<file path="config.mk">
export PLATFORM = sky130hd
export DESIGN_NAME = board_state_engine
export DESIGN_NICKNAME = d
export VERILOG_FILES = /design/src/rtl/board_state_engine.sv
export SDC_FILE = /design/constraint.sdc
export NUM_CORES = 1
export LEC_CHECK = 0
export CAP_MARGIN = 30
export CORE_AREA = 2 2 141 143
export CTS_CLUSTER_DIAMETER = 80
export DETAILED_ROUTE_END_ITERATION = 10
export DIE_AREA = 0 0 143 145
export PLACE_DENSITY = 0.62
export SLEW_MARGIN = 30
export SYNTH_ARGS = -nofsm -noshare
export SYNTH_HDL_FRONTEND = slang
export SYNTH_SLANG_ARGS = --single-unit
</file>
<file path="constraint.sdc">
create_clock -name clk -period 6.9 [get_ports clk]
set_input_delay 1.38 -clock clk [delete_from_list [all_inputs] [get_ports clk]]
set_output_delay 1.38 -clock clk [all_outputs]
set_load 0.02 [all_outputs]
</file>
<file path="src/rtl/board_state_engine.sv">
// board_state_engine: 4x4 sliding-puzzle board register with player moves,
// LFSR-driven shuffle and solved detection, feeding the tile-number drawer.
//
// Parameters:
//   SHUFFLE_MOVES  legal random moves per shuffle (1..65535)
//   LFSR_SEED      non-zero reset value of the 16-bit shuffle LFSR
// Ports:
//   clk, resetn                  clock, synchronous active-low reset
//   cmd_valid/cmd_dir/cmd_ready  player move handshake (dir = blank motion:
//                                00 up, 01 down, 10 left, 11 right)
//   shuffle_start                one-cycle pulse, starts a shuffle
//   numbers                      packed board, cell k at [4k+3:4k], 0 = blank
//   blank_pos                    index of the blank cell
//   busy                         a move or shuffle is in progress
//   move_done/move_illegal       player move result pulses
//   board_changed                redraw hint pulse
//   solved                       board equals the solved pattern
//   move_count                   legal player moves since reset/shuffle
// Optional feature: define MOVE_COUNT_EN to build the move counter;
// otherwise move_count is tied to zero.
module board_state_engine #(
  parameter int unsigned SHUFFLE_MOVES = 200,
  parameter logic [15:0] LFSR_SEED     = 16'hACE1
) (
  input  logic        clk,
  input  logic        resetn,
  input  logic        cmd_valid,
  input  logic [1:0]  cmd_dir,
  output logic        cmd_ready,
  input  logic        shuffle_start,
  output logic [63:0] numbers,
  output logic [3:0]  blank_pos,
  output logic        busy,
  output logic        move_done,
  output logic        move_illegal,
  output logic        board_changed,
  output logic        solved,
  output logic [15:0] move_count
);

  typedef enum logic [1:0] {
    IDLE,
    APPLY,
    SHUFFLE
  } state_t;

  localparam logic [63:0] SOLVED =
    64'h0FED_CBA9_8765_4321;
  localparam logic [15:0] SHUF_N =
    16'(SHUFFLE_MOVES);

  state_t      state;
  state_t      state_n;
  logic [15:0] lfsr;
  logic        lfsr_fb;
  logic [1:0]  dir_q;
  logic [15:0] cnt;
  logic [63:0] board;
  logic [63:0] board_n;
  logic [3:0]  bp;
  logic [3:0]  nb;
  logic [3:0]  tile;
  logic [1:0]  dir;
  logic        legal;
  logic        act;
  logic        last;
  logic        accept;

  assign numbers   = board;
  assign blank_pos = bp;

  assign lfsr_fb = lfsr[15] ^ lfsr[13]
                 ^ lfsr[12] ^ lfsr[10];

  assign cmd_ready = (state == IDLE)
                   & ~shuffle_start;
  assign accept    = cmd_valid & cmd_ready;

  // Move decode: shuffle draws from the LFSR,
  // player moves use the latched direction.
  always_comb begin
    dir   = (state == SHUFFLE) ? lfsr[1:0]
                               : dir_q;
    legal = 1'b0;
    nb    = bp;
    unique case (dir)
      2'b00: begin
        legal = (bp[3:2] != 2'd0);
        nb    = bp - 4'd4;
      end
      2'b01: begin
        legal = (bp[3:2] != 2'd3);
        nb    = bp + 4'd4;
      end
      2'b10: begin
        legal = (bp[1:0] != 2'd0);
        nb    = bp - 4'd1;
      end
      2'b11: begin
        legal = (bp[1:0] != 2'd3);
        nb    = bp + 4'd1;
      end
      default: begin
        legal = 1'b0;
        nb    = bp;
      end
    endcase
    act  = legal & (state != IDLE);
    last = (state == SHUFFLE) & legal
         & (cnt == 16'd1);
    tile = board[{nb, 2'b00} +: 4];
    board_n = board;
    if (act) begin
      board_n[{bp, 2'b00} +: 4] = tile;
      board_n[{nb, 2'b00} +: 4] = 4'h0;
    end
  end

  always_comb begin
    state_n = state;
    unique case (state)
      IDLE: begin
        if (shuffle_start)
          state_n = SHUFFLE;
        else if (cmd_valid)
          state_n = APPLY;
      end
      APPLY:   state_n = IDLE;
      SHUFFLE: begin
        if (last)
          state_n = IDLE;
      end
      default: state_n = IDLE;
    endcase
  end

  always_ff @(posedge clk) begin
    if (!resetn) begin
      state         <= IDLE;
      lfsr          <= LFSR_SEED;
      dir_q         <= 2'b00;
      cnt           <= 16'd0;
      board         <= SOLVED;
      bp            <= 4'd15;
      solved        <= 1'b1;
      busy          <= 1'b0;
      move_done     <= 1'b0;
      move_illegal  <= 1'b0;
      board_changed <= 1'b0;
    end else begin
      state  <= state_n;
      lfsr   <= {lfsr[14:0], lfsr_fb};
      board  <= board_n;
      solved <= (board_n == SOLVED);
      busy   <= (state_n != IDLE);
      if (act)
        bp <= nb;
      if (accept)
        dir_q <= cmd_dir;
      if (state == IDLE && shuffle_start)
        cnt <= SHUF_N;
      else if (state == SHUFFLE && legal)
        cnt <= cnt - 16'd1;
      move_done     <= (state == APPLY) & legal;
      move_illegal  <= (state == APPLY) & ~legal;
      // Shuffle only signals a redraw once,
      // after its final swap.
      board_changed <= ((state == APPLY) & legal)
                     | last;
    end
  end

`ifdef MOVE_COUNT_EN
  logic [15:0] mcnt;

  always_ff @(posedge clk) begin
    if (!resetn)
      mcnt <= 16'd0;
    else if (state == IDLE && shuffle_start)
      mcnt <= 16'd0;
    else if (state == APPLY && legal
             && mcnt != 16'hFFFF)
      mcnt <= mcnt + 16'd1;
  end

  assign move_count = mcnt;
`else
  assign move_count = 16'h0000;
`endif

endmodule

</file>
## After elaboration in Yosys (flattened, before gate mapping)

Index checks and enable logic that the tools add are counted.
W data, S select, Z words.

- Output and inout bits: 90
- Logic and storage cells: 69
- Bits of input ports: 6
- Latch bits: 0
- Memories kept: 0
- Flip-flop bits (word level): 109
- Memory bits (read-only): 0
- RAM bits: 0

- Add/subtract/negate cells: 7
- Bitwise logic cells: 14
- Divide/modulo/power cells: 0
- Equal/unequal tests: 9
- Reduce and logical (&&, ||, !) cells: 10
- Shift operators: 5
- Multiply operators: 0
- Multiplexer cells: 12
- Order comparisons: 0

Operator list:

| kind | number |
|---|---|
| $bwmux W64 | 2 |
| $shift A4 B8 Y64 const A | 2 |
| $eq A64 B60 Y1 const B | 1 |
| $mux W64 | 1 |
| $shiftx A4 B8 Y64 | 1 |
| $shiftx A4 B8 Y64 const A | 1 |
| $shiftx A64 B7 Y4 | 1 |
| $eq A16 B1 Y1 const B | 1 |
| $mux W8 | 2 |
| $neg A6 Y8 | 2 |
| $pmux W4 S4 | 1 |
| $sub A16 B1 Y16 const B | 1 |
| $reduce_bool A2 Y1 | 5 |
| $mux W2 | 4 |
| $and A1 B1 Y1 | 7 |
| $eq A2 B2 Y1 const B | 3 |
| $add A4 B1 Y4 const B | 1 |
| $add A4 B3 Y4 const B | 1 |
| $eq A2 B1 Y1 const B | 2 |
| $logic_not A2 Y1 | 2 |
| $ne A2 B2 Y1 const B | 2 |
| $pmux W1 S4 | 1 |
| $pmux W2 S2 | 1 |
| $sub A4 B1 Y4 const B | 1 |
| other kinds (6) | 11 |

## Longest topological paths before layout

Gate-level depths: netlist of run 1.

- Word-level depth: 10
- Depth in mapped cells: 21

## Worst setup path before layout of run 1

OpenSTA, ideal clock, no wires.

- Path kind: register to register
- Start: register state[0]
- End: register solved
- Setup slack: 1646 ps
- Clock period less this slack: 5254 ps
- Arrival: 5167 ps
- Cell stages (with the launch flop): 20
- Path through: dfxtp_1 > nand2b_1 > a21oi_1 > clkbuf_1 > or2_2 > inv_1 > fa_1 > buf_2 > clkbuf_1 > a21o_1 > ha_1 > buf_1 > mux2i_1 > nor3_1 > o31ai_1 > a31oi_1 > or4_1 > nor4_1 > nand4_1 > o31ai_1

- Word-level cells in the longest chain between the ends: 10
- Elaborated cells between the ends (all ways): 19

RTL lines:

| what | line | text |
|---|---|---|
| from (decl) | 52 | `state_t state;` |
| from (signal assigned) | 151 | `state <= state_n;` |
| $eq A2 B2 Y1 | 82 | `dir = (state == SHUFFLE) ? lfsr[1:0]` |
| $mux W2 | 82 |  |
| $eq A2 B2 Y1, or another cell as far along | 86 | `unique case (dir)` |
| $pmux W4 S4 | 86 |  |
| $shiftx A64 B7 Y4 | 111 | `tile = board[{nb, 2'b00} +: 4];` |
| $shiftx A4 B8 Y64 | 114 | `board_n[{bp, 2'b00} +: 4] = tile;` |
| $bwmux W64 | 114 |  |
| $bwmux W64 | 115 | `board_n[{nb, 2'b00} +: 4] = 4'h0;` |
| $mux W64 * | 113 | `if (act) begin` |
| $eq A64 B60 Y1 * | 154 | `solved <= (board_n == SOLVED);` |
| to (signal assigned) | 154 |  |
| to (decl) | 37 | `output logic solved,` |

Every way passes the cells marked *; elsewhere a longest branch is shown, timed or not.
A chain may end at the register's enable or synchronous reset.

## Worst setup path after layout of run 1

- Start: register bp[1], in the netlist blank_pos[1]
- End: register solved

- Word-level cells in the longest chain between the ends: 8
- Elaborated cells between the ends (all ways): 20

RTL lines:

| what | line | text |
|---|---|---|
| from (decl) | 60 | `logic [3:0] bp;` |
| from (signal assigned) | 157 | `bp <= nb;` |
| $add A4 B1 Y4, or another cell as far along | 101 | `nb = bp + 4'd1;` |
| $pmux W4 S4 | 86 |  |
| $shiftx A64 B7 Y4 | 111 |  |
| $shiftx A4 B8 Y64 | 114 |  |
| $bwmux W64 | 114 |  |
| $bwmux W64 | 115 |  |
| $mux W64 * | 113 |  |
| $eq A64 B60 Y1 * | 154 |  |

Marks and branches as above.

==> impl_results.md, run 1 <==
- Status: finished, final reports clean
- Post-synth top flop: dfxtp_1
- Register area: roughly 2200 um2
- Filler cell count: a little under 2k
- Starting density of the core: roughly a third
- Endpoints failing hold: 0
- Fin area: between 7000 and 8000 um2
- Depth of the worst hold-timing path: 1
- Comb pwr share: between 40% and 50%
- Die X: approximately 140 um
- Cts repair resizes: 0
- Critical Path Start: blank_pos[1]
- Cell variety after synth: 71
- Largest net degree at the start of global routing: slightly below 50
- NumNets Final: 858
- DR vias: roughly 6.5k
- Final Wtd Congestion: approximately 0.95
- CTS Buf Count: 9
- Site Rows: slightly above 50
- Core Area: 19200 um2
- Clk pwr share: around a quarter
- Capture point of the worst reg-to-reg path: solved
- Psw: just under 900 uW
- DP HPWL: around 17000 um
- CTS tree: built
- HP Class: register to register
- Crit path launch type: register
- Number of synthesized flops with an enable pin: 0
- Buffers on Ports: slightly below 80
- Die Ht: about 150 um
- Tmin final: about 5.6 ns
- Num Clock Sinks: between 100 and 150
- Setup TNS: 0 ns
- Crit path kind: register to register
- Clk root buf: clkbuf_16
- Drt pass-1 iters: 7
- Switch share: between 40 and 50%
- Tot GR Track Use: between 20% and 30%
- Post-CTS setup buffers: 0
- Cell leakage power: about 3.1 nW
- R2r setup slk: around 1.3 ns
- Share of post-route cells with drive strength above 1: between 8 and 9%
- Share of the synthesized area in the top cell type: about 33%
- DR iter-0 viols: about 630
- Antenna violations before repair: 0
- Max-cap violation count: 0
- Crit path required time: between 7 and 8 ns
- Overall routed net length: around 24000 um
- #FFs+latches synth: around 110
- Final Slew Violations: 0
- Register area share after synthesis: about 33%
- Critical path endpoint category: register
- PwrDens: between 200 and 300 nW/um2
- Max-slew headroom: between 30 and 40%
- Vias/cell: between 5 and 6
- Layout area overhead: 20.9%
- Setup repair after global routing missed its margin: false
- Cells after Synth: between 700 and 800
- Placed Area: about 7600 um2
- Int Power: 1.27 mW
- Syn Area/Cell: about 8.4 um2
- Share of power burned in registers: about a third
- Avg WL per Cell: ~22 um
- DIE AREA: 20700 um2
- Design Power: around 2.1 mW
- Ys async rst share: 0%
- Synth Cell Area: approximately 6600 um2
- Multi-input gate area: slightly above 4000 um2
- Synth area leaders: dfxtp_1 33%, mux2i_1 7.7%, nand2_1 4.4%
- N_diodes: 0
- Vias in the first global route: approximately 6.1k
- Cell depth of the worst flop-to-flop path: 13
- WHS Endpoint: lfsr[10]
- Crit path max fanout: 27
- Num ports: 96
- Clock Tree Buf Depth: 2
- Clk pin slew, worst setup/hold paths: approximately 0.080 ns
- Max Freq: around 0.18 GHz
- VDD IR-drop max: roughly 120 uV
- Crit path DAT: a little under 6 ns
- Fin crit share: 81.3%
- Post-CTS Hold Buffers: 0
- FF-to-FF Start: blank_pos[1]
- CTS HTree Levels: 3
- Worst-margin pin slew: 0.906 ns
- Clk Latency, worst-skew pair: between 0.3 and 0.4 ns
- First-pass GRT wire length: 36900 um
- Hold Path Origin: lfsr[9]
- Final setup violation count: 0
- GR Overflow Total: 0
- DRC: 0
- Synthesis warning total: 0
- Number of routed nets with antenna violations: 0
- Leading area contributor after synthesis: dfxtp_1
- Final Skew: 0.00900 ns
## power groups by stage
stage               combinational, mW  sequential [mW]  clock, mW
global route                    0.907            0.725      0.591
floorplan                       0.547            0.740          0
detailed placement              0.828            0.732          0
finish                          0.856            0.720      0.563
global placement                0.830            0.733          0
CTS                             0.832            0.718      0.566
## Yosys cell counts, drive strengths merged (2+ instances only)
master and number:
a21boi 5, or3 6, clkbuf 32, a22oi 37, a2bb2oi 2, ha 9
dfxtp 109, o211ai 10, a22o 2, o31ai 5, a21o 7, mux2 6
nand3 20, a21oi 27, o21a 3, inv 16, nand2 77, nor4 12
and3b 3, a221o 13, nor3 26, buf 30, and3 12, or4 3
nand4 4, mux2i 53, xor2 8, o21ai 36, o221ai 3, a32oi 5
nor2b 6, nor2 75, or2 5, nor3b 2, a211oi 12, and2 16
mux4 10, nor4bb 2, o22ai 5, xnor2 15, a31oi 11, nand3b 4
nand2b 14, a2111oi 7
## logic make-up (layout without fill, tap and decap cells)
group                    Yosys count  count (layout)  share of synthesized area [%]
AND/OR/NAND/NOR                  290             290                           21.4
adder cells (fa/ha/maj)           10              10                           2.01
buffers and inverters             79             131                           5.62
multiplexers                      69              69                           12.7
XOR/XNOR                          23              23                           3.57
other                              1              16                         0.0569
flip-flops                       109             109                           33.1
AO/OA/AOI/OAI                    199             199                           21.5
## layout by cell type (no fill, tap or decap), types with 10 or more instances in the layout
cell,netlist,routed
nor2_1,75,75
dfxtp_1,109,108
nor3_1,26,26
and3_1,12,12
nand2_1,77,77
nand3_1,20,20
mux2i_1,51,50
inv_1,16,16
and2_1,16,16
a22oi_1,37,37
clkdlybuf4s50_1,0,79
mux4_2,10,10
a211oi_1,11,10
o211ai_1,10,10
buf_4,16,19
nand2b_1,14,14
a221o_1,13,13
conb_1,1,16
a21oi_1,27,26
xnor2_1,13,13
o21ai_0,35,35
nor4_1,12,12
## state kept, by name, indices dropped and copies added (netlist names)
| signal | count |
|---|---|
| numbers | 64 |
| cnt | 16 |
| lfsr | 16 |
| blank_pos | 4 |
| dir_q | 2 |
| state | 2 |
| board_changed | 1 |
| busy | 1 |
| move_done | 1 |
| move_illegal | 1 |
| solved | 1 |
## stage by stage
stage	util (%)	worst slack [ns]	cells	hold WS, ns
finish	41.5	1.29	1112	0.410
global route	41.5	1.03	1112	0.431
CTS	41.4	1.41	1112	0.410
detailed placement	39.8	1.50	1096	0.392
global placement	39.7	1.36	1096	0.390
floorplan	-	1.65	795	0.386
## worst max-delay path, cell delays in order (launching register included)
cell and delay (ns):
dfxtp_1 0.31, buf_4 0.36, clkinv_1 0.55, fa_1 0.87
a21o_1 0.32, ha_1 0.44, mux2i_1 0.42, nor3_1 0.10
o31ai_2 0.68, a31oi_1 0.17, or4_1 0.56, nor4_1 0.30
nand4_1 0.15, o31ai_1 0.27
## final cells by class
type | instances | share of cell area, %
clock buffer | 11 | 3.05
clock inverter | 5 | 0.833
inverter | 17 | 0.802
multi-input combinational | 607 | 52.0
sequential | 109 | 27.4
tap | 265 | 4.16
timing repair buffer | 98 | 11.7
## routing by layer
layer | GRT usage [%] | share of wire (%)
met5 | 0 | 0
met4 | 8.47 | 2.8
met3 | 4.29 | 9.3
met2 | 35.0 | 45
met1 | 32.8 | 43
## how the worst max path moves through the flow
stage | to | depth (start not counted)
3_5_place_dp | solved | 14
2_1_floorplan | solved | 19
4_1_cts | solved | 14
6_report | solved | 13
5_1_grt | solved | 17
3_3_place_gp | solved | 13
Power figures use the tool's default switching activity.
==> run 2, diff against run 1 <==
--- a/config.mk
+++ b/config.mk
@@ -10,7 +10,7 @@
 export CTS_CLUSTER_DIAMETER = 80
 export DETAILED_ROUTE_END_ITERATION = 10
 export DIE_AREA = 0 0 143 145
-export PLACE_DENSITY = 0.62
+export PLACE_DENSITY = 0.64
 export SLEW_MARGIN = 30
 export SYNTH_ARGS = -nofsm -noshare
 export SYNTH_HDL_FRONTEND = slang
==> constraint.sdc (replaced) <==
create_clock -name clk -period 4.6 [get_ports clk]
set_input_delay 0.92 -clock clk [delete_from_list [all_inputs] [get_ports clk]]
set_output_delay 0.92 -clock clk [all_outputs]
set_load 0.02 [all_outputs]
==> impl_results.md, run 2 (synthesized netlist as in run 1, its figures left out) <==
- DRC: 0
- Vias/cell: just under 6
- Max Freq: around 0.22 GHz
- GR Overflow Total: 0
- Final Slew Violations: 0
- Clk Latency, worst-skew pair: roughly 0.37 ns
- Num ports: 96
- Most frequent cells in the layout: 106 x dfxtp_1, 79 x clkdlybuf4s50_1, 77 x nand2_1
- Max-cap violation count: 0
- Antenna violations before repair: 0
- Crit path launch type: register
- Share of post-route cells with drive strength above 1: 16.0%
- Clock Tree Buf Depth: 2
- HP Class: register to register
- Drt pass-1 iters: 6
- Crit path kind: register to register
- DIE AREA: between 20000 and 25000 um2
- CP top delay family: compound AO/OA/AOI/OAI gates
- Largest net degree at the start of global routing: 50
- Pre-CTS WS: -0.269 ns
- Tot GR Track Use: around 23%
- Final Skew: about 0.015 ns
- Num Clock Sinks: approximately 110
- Final WS setup: around 0.14 ns
- Final setup violation count: 0
- DR iter-0 viols: 539
- Max-slew headroom: 49.4%
- Largest stage delay, worst path: 0.48 ns
- Site Rows: 51
- R2r setup slk: about 0.14 ns
- PwrDens: 398 nW/um2
- Fin crit share: between 90% and 100%
- Status: finished, final reports clean
- Crit path required time: ~4.9 ns
- Crit path max fanout: 8
- DP HPWL: 17300 um
- N_diodes: 0
- Cell leakage power: 3.41 nW
- Endpoints failing hold: 0
- Crit path DAT: about 4.7 ns
- Worst-margin pin slew: 0.748 ns
- WP buf/inv: 4
- Buffers on Ports: 79
- Max reg flops: 64
- Tmin final: ~4.5 ns
- Number of routed nets with antenna violations: 0
- WHS Endpoint: lfsr[10]
- Hold WS: ~0.4 ns
- Starting density of the core: between 30% and 40%
- Worst path most repeated cell: buf_4
- Clk pin slew, worst setup/hold paths: 0.08 ns
- VDD IR-drop max: 229 uV
- Design Power: ~3.4 mW
- Final Wtd Congestion: 0.976
- CTS HTree Levels: 3
- Cell depth of the worst flop-to-flop path: 19
- Critical path endpoint category: register
- FF-to-FF Start: state[0]
- Overall routed net length: between 20000 and 25000 um
- Layout area overhead: 29.3%
- Core Area: between 15000 and 20000 um2
- Post-CTS Hold Buffers: 0
- Capture point of the worst reg-to-reg path: solved
- Filler cell count: approximately 1.9k
- Avg WL per Cell: 20.5 um
- Depth of the worst hold-timing path: 1
- Critical-path cell list: nand3b_1, a21boi_2, or2_2, inv_1, fa_2, buf_4, mux2i_1, nand2_1, a21oi_1, o21ai_0, o211ai_1, o31ai_4, buf_4, buf_4, and3_1, o22ai_1, nor4_2, nand4_1, o31ai_1
- Hold Path Origin: lfsr[9]
- CTS Buf Count: 9
- Die Ht: about 150 um
- Clk root buf: clkbuf_16
- CTS tree: built
- NumNets Final: 907
- Die X: between 100 and 150 um
- Commonest non-fill, non-tap cell in the layout: dfxtp_1
- First-pass GRT wire length: between 30000 and 40000 um
- Vias in the first global route: 6370
- Critical Path Slowest Stage Cell: fa_2
- DR vias: approximately 6.7k
run 2: cell count changes in the layout (fill, tap and decap cells not counted), sizes merged:
cell and delta:
bufinv -1, inv +1, clkbuf -2, clkinv +2, buf +49
run 2: final cells by class:
| class | instances | area [um2] | share of cell area (%) |
|---|---|---|---|
| clock buffer | 9 | 225 | 2.64 |
| clock inverter | 7 | 75.1 | 0.882 |
| inverter | 17 | 65.1 | 0.764 |
| multi-input combinational | 607 | 4270 | 50.1 |
| sequential | 109 | 2190 | 25.7 |
| tap | 265 | 332 | 3.89 |
| timing repair buffer | 147 | 1370 | 16.1 |
run 2: worst register-to-register path, stage by stage (launching register included):
cell and delay [ns]:
dfxtp_2 0.35, nand3b_1 0.21, a21boi_2 0.19, or2_2 0.31, inv_1 0.08, fa_2 0.48, buf_4 0.18, mux2i_1 0.12
nand2_1 0.08, a21oi_1 0.06, o21ai_0 0.44, o211ai_1 0.24, o31ai_4 0.16, buf_4 0.25, buf_4 0.17, and3_1 0.17
o22ai_1 0.12, nor4_2 0.35, nand4_1 0.15, o31ai_1 0.27
run 2: timing repair:
item	in CTS	in global routing
endpoints found under the hold margin	0	0
resized for setup	3	21
pin swaps	0	3
setup buffers	0	2
endpoints found under the setup margin	1	1
run 2: per-stage QoR:
step	setup TNS (ns)	area [um2]	cells	utilization, %
after floorplan	0	6700	795	-
after global placement	-0.0239	8090	1143	42.1
after detailed placement	-0.269	8090	1143	42.1
after CTS	0	8410	1159	43.8
after global routing	-0.0180	8520	1161	44.3
final	0	8520	1161	44.3
run 2: how the worst max path moves through the flow:
stage / to / slack (ns) / cells past startpoint / start
floorplan: solved / 0.004 / 19 / state[0]
global placement: solved / -0.02 / 15 / state[1]
detailed placement: solved / -0.27 / 15 / state[1]
CTS: solved / 0.07 / 15 / state[1]
global route: solved / -0.02 / 17 / state[0]
finish: solved / 0.14 / 19 / state[0]
run 2: where the power goes:
group / leakage, nW / internal, mW / switching (mW)
combinational: 2.38 / 0.623 / 0.900
sequential: 0.889 / 1.00 / 0.0755
clock: 0.145 / 0.387 / 0.397
run 2: layer usage:
metal,up-vias,track usage [%],part of all wire [%]
li1,3075,-,-
met1,3213,31.7,42
met2,360,33.8,45
met3,62,5.02,10
met4,0,9.26,3.6
met5,-,0,0
==> run 3, diff against run 2 <==
--- a/config.mk
+++ b/config.mk
@@ -5,11 +5,11 @@
 export SDC_FILE = /design/constraint.sdc
 export NUM_CORES = 1
 export LEC_CHECK = 0
-export CAP_MARGIN = 30
-export CORE_AREA = 2 2 141 143
+export ABC_AREA = 1
+export CORE_AREA = 2 2 144 146
 export CTS_CLUSTER_DIAMETER = 80
 export DETAILED_ROUTE_END_ITERATION = 10
-export DIE_AREA = 0 0 143 145
+export DIE_AREA = 0 0 146 148
 export PLACE_DENSITY = 0.64
 export SLEW_MARGIN = 30
 export SYNTH_ARGS = -nofsm -noshare
==> constraint.sdc (replaced) <==
create_clock -name clk -period 3.7 [get_ports clk]
set_input_delay 0.74 -clock clk [delete_from_list [all_inputs] [get_ports clk]]
set_output_delay 0.74 -clock clk [all_outputs]
set_load 0.02 [all_outputs]
==> impl_results.md, run 3 <==
- Final Skew: between 0.009 and 0.01 ns
- Max Freq: 0.290 GHz
- Tmin final: roughly 3.5 ns
- VDD IR-drop max: 263 uV
- Core Area: roughly 20000 um2
- Cell variety after synth: 47
- Synth area leaders: dfxtp_1 31%, nand2_1 19%, nand3_1 9.0%
- Final WS setup: ~0.25 ns
- Ys async rst share: 0%
- Post-synth top flop: dfxtp_1
- Num Clock Sinks: 109
- Pre-CTS WS: -0.0344 ns
- Share of power burned in registers: between 30 and 40%
- GR Overflow Total: 0
- Register area share after synthesis: 31.5%
- Synthesis warning total: 0
- Fin crit share: 93.3%
- Final Slew Violations: 0
- Cells after Synth: about 1.1k
- Psw: approximately 1.8 mW
- NumNets Final: 1191
- Critical path endpoint category: register
- Drt pass-1 iters: 6
- Synth Cell Area: approximately 6900 um2
- Tot GR Track Use: about 19%
- Switch share: 43.5%
- DP HPWL: 15300 um
- CTS tree: built
- Endpoints failing hold: 0
- Most frequent cells in the layout: 345 x nand2_1, 132 x nor2_1, 121 x nand3_1
- CTS HTree Levels: 3
- Hold WS: roughly 0.41 ns
- Die Ht: 148 um
- Design Power: between 4 and 5 mW
- Starting density of the core: approximately a third
- Num ports: 96
- Clk pin slew, worst setup/hold paths: ~0.080 ns
- Max-slew headroom: 44.1%
- Vias/cell: about 5.0
- Share of the synthesized area in the top cell type: about a third
- Final Wtd Congestion: ~0.89
- Leading area contributor after synthesis: dfxtp_1
- DIE AREA: approximately 22000 um2
- Clk pwr share: 23.2%
- Avg WL per Cell: ~15 um
- DR iter-0 viols: ~830
- Commonest non-fill, non-tap cell in the layout: nand2_1
- Count leader, synth: nand2_1
- Die X: between 100 and 150 um
- Site Rows: between 50 and 60
- Clk Latency, worst-skew pair: about 0.36 ns
- Crit path kind: register to register
- Clock Tree Buf Depth: 2
- Status: finished, final reports clean
- Buffers on Ports: slightly below 80
- Final setup violation count: 0
- Cell leakage power: between 3 and 4 nW
- CTS Buf Count: 9
- HP Class: register to register
- Crit path required time: 4.00 ns
- Commonest cells post-synth: 353 x nand2_1, 137 x nor2_1, 125 x nand3_1
- Vias in the first global route: between 6k and 7k
- N_diodes: 0
- Number of routed nets with antenna violations: 0
- First-pass GRT wire length: 33800 um
- DR vias: ~7.2k
- Crit path launch type: register
- DRC: 0
- Overall routed net length: between 20000 and 25000 um
- Antenna violations before repair: 0
- Clk root buf: clkbuf_16
- #FFs+latches synth: between 100 and 150
- Int Power: between 2 and 2.5 mW
- Crit path max fanout: 18
- Crit path DAT: around 3.8 ns
- Syn Area/Cell: between 6 and 7 um2
- Share of post-route cells with drive strength above 1: 10.9%
- Worst-margin pin slew: approximately 0.83 ns
- Number of synthesized flops with an enable pin: 0
- PwrDens: approximately 490 nW/um2
- Layout area overhead: 19.1%
- Post-CTS Hold Buffers: 0
- Max reg flops: between 60 and 70
- Largest net degree at the start of global routing: 45
- Max-cap violation count: 0
- Comb pwr share: between 40% and 50%
-- run 3: area by class of cell --
cell class                      instances  area, um2
Inverter                              114        430
Multi-Input combinational cell        843       4100
Clock inverter                          6       47.5
Fill cell                            2178      11800
Timing Repair Buffer                   98        932
Clock buffer                           10        229
Sequential cell                       109       2190
Tap cell                              270        338
-- run 3: worst max-delay path, cell delays in order (launching register included) --
cell,delay [ns]
dfxtp_1,0.34
inv_4,0.11
nand2_4,0.09
nand2_8,0.11
nand2_8,0.08
nand2_2,0.09
inv_1,0.05
fa_1,0.52
inv_1,0.06
nand2_2,0.08
nand2_4,0.16
ha_1,0.37
nor2_2,0.19
nand3_2,0.14
nor2_1,0.18
nor2_1,0.06
nand2_1,0.10
nand2_1,0.07
a21oi_2,0.09
nand2_1,0.07
nor2_1,0.08
nand2_1,0.10
nor2_1,0.14
nand2_1,0.06
nand2_1,0.05
-- run 3: timing repair --
item                                    4_1_cts  5_1_grt
endpoints found under the setup margin        1        1
pin swaps                                     0        2
resized for setup                             1       26
buffers inserted                              0        2
-- run 3: cells by family (layout without fill, tap and decap cells) --
group                    after synthesis  count (layout)  synth area share, %
AND/OR/NAND/NOR                      707             707                 46.2
buffers and inverters                166             228                 11.5
flip-flops                           109             109                 31.5
AO/OA/AOI/OAI                        108             108                 8.67
adder cells (fa/ha/maj)               10              10                 1.91
XOR/XNOR                               2               2                0.253
other                                  1              16               0.0541
-- run 3: power groups by stage --
stage | Clock, mW | Sequential (mW) | Combinational (mW)
finish | 0.945 | 1.34 | 1.79
global route | 1.02 | 1.35 | 1.95
CTS | 0.965 | 1.34 | 1.70
detailed placement | 0 | 1.37 | 1.69
global placement | 0 | 1.37 | 1.69
floorplan | 0 | 1.41 | 1.19
-- run 3: stage by stage --
step	setup TNS, ns	utilization (%)	std cells	cell area, um2
floorplan	0	-	1118	6990
global placement	0	39.3	1432	7880
detailed placement	-0.0344	39.3	1432	7880
CTS	0	40.7	1448	8160
global route	-0.0310	41.2	1450	8260
finish	0	41.2	1450	8260
-- run 3: worst paths after layout --
| path | cells after the start | from | endpoint | slack, ns |
|---|---|---|---|---|
| setup / recovery | 24 | state[0] | solved | 0.25 |
| hold reg to reg | 1 | lfsr[14] | lfsr[15] | 0.41 |
| setup reg to reg | 24 | state[0] | solved | 0.25 |
| hold / removal | 1 | lfsr[14] | lfsr[15] | 0.41 |
-- run 3: per-layer routing --
layer / global-route usage [%] / vias to the layer above / share of wire [%]
li1: - / 3621 / -
met1: 26.5 / 3220 / 45
met2: 31.6 / 304 / 45
met3: 2.96 / 45 / 7.6
met4: 6.17 / 0 / 2.4
met5: 0 / - / 0
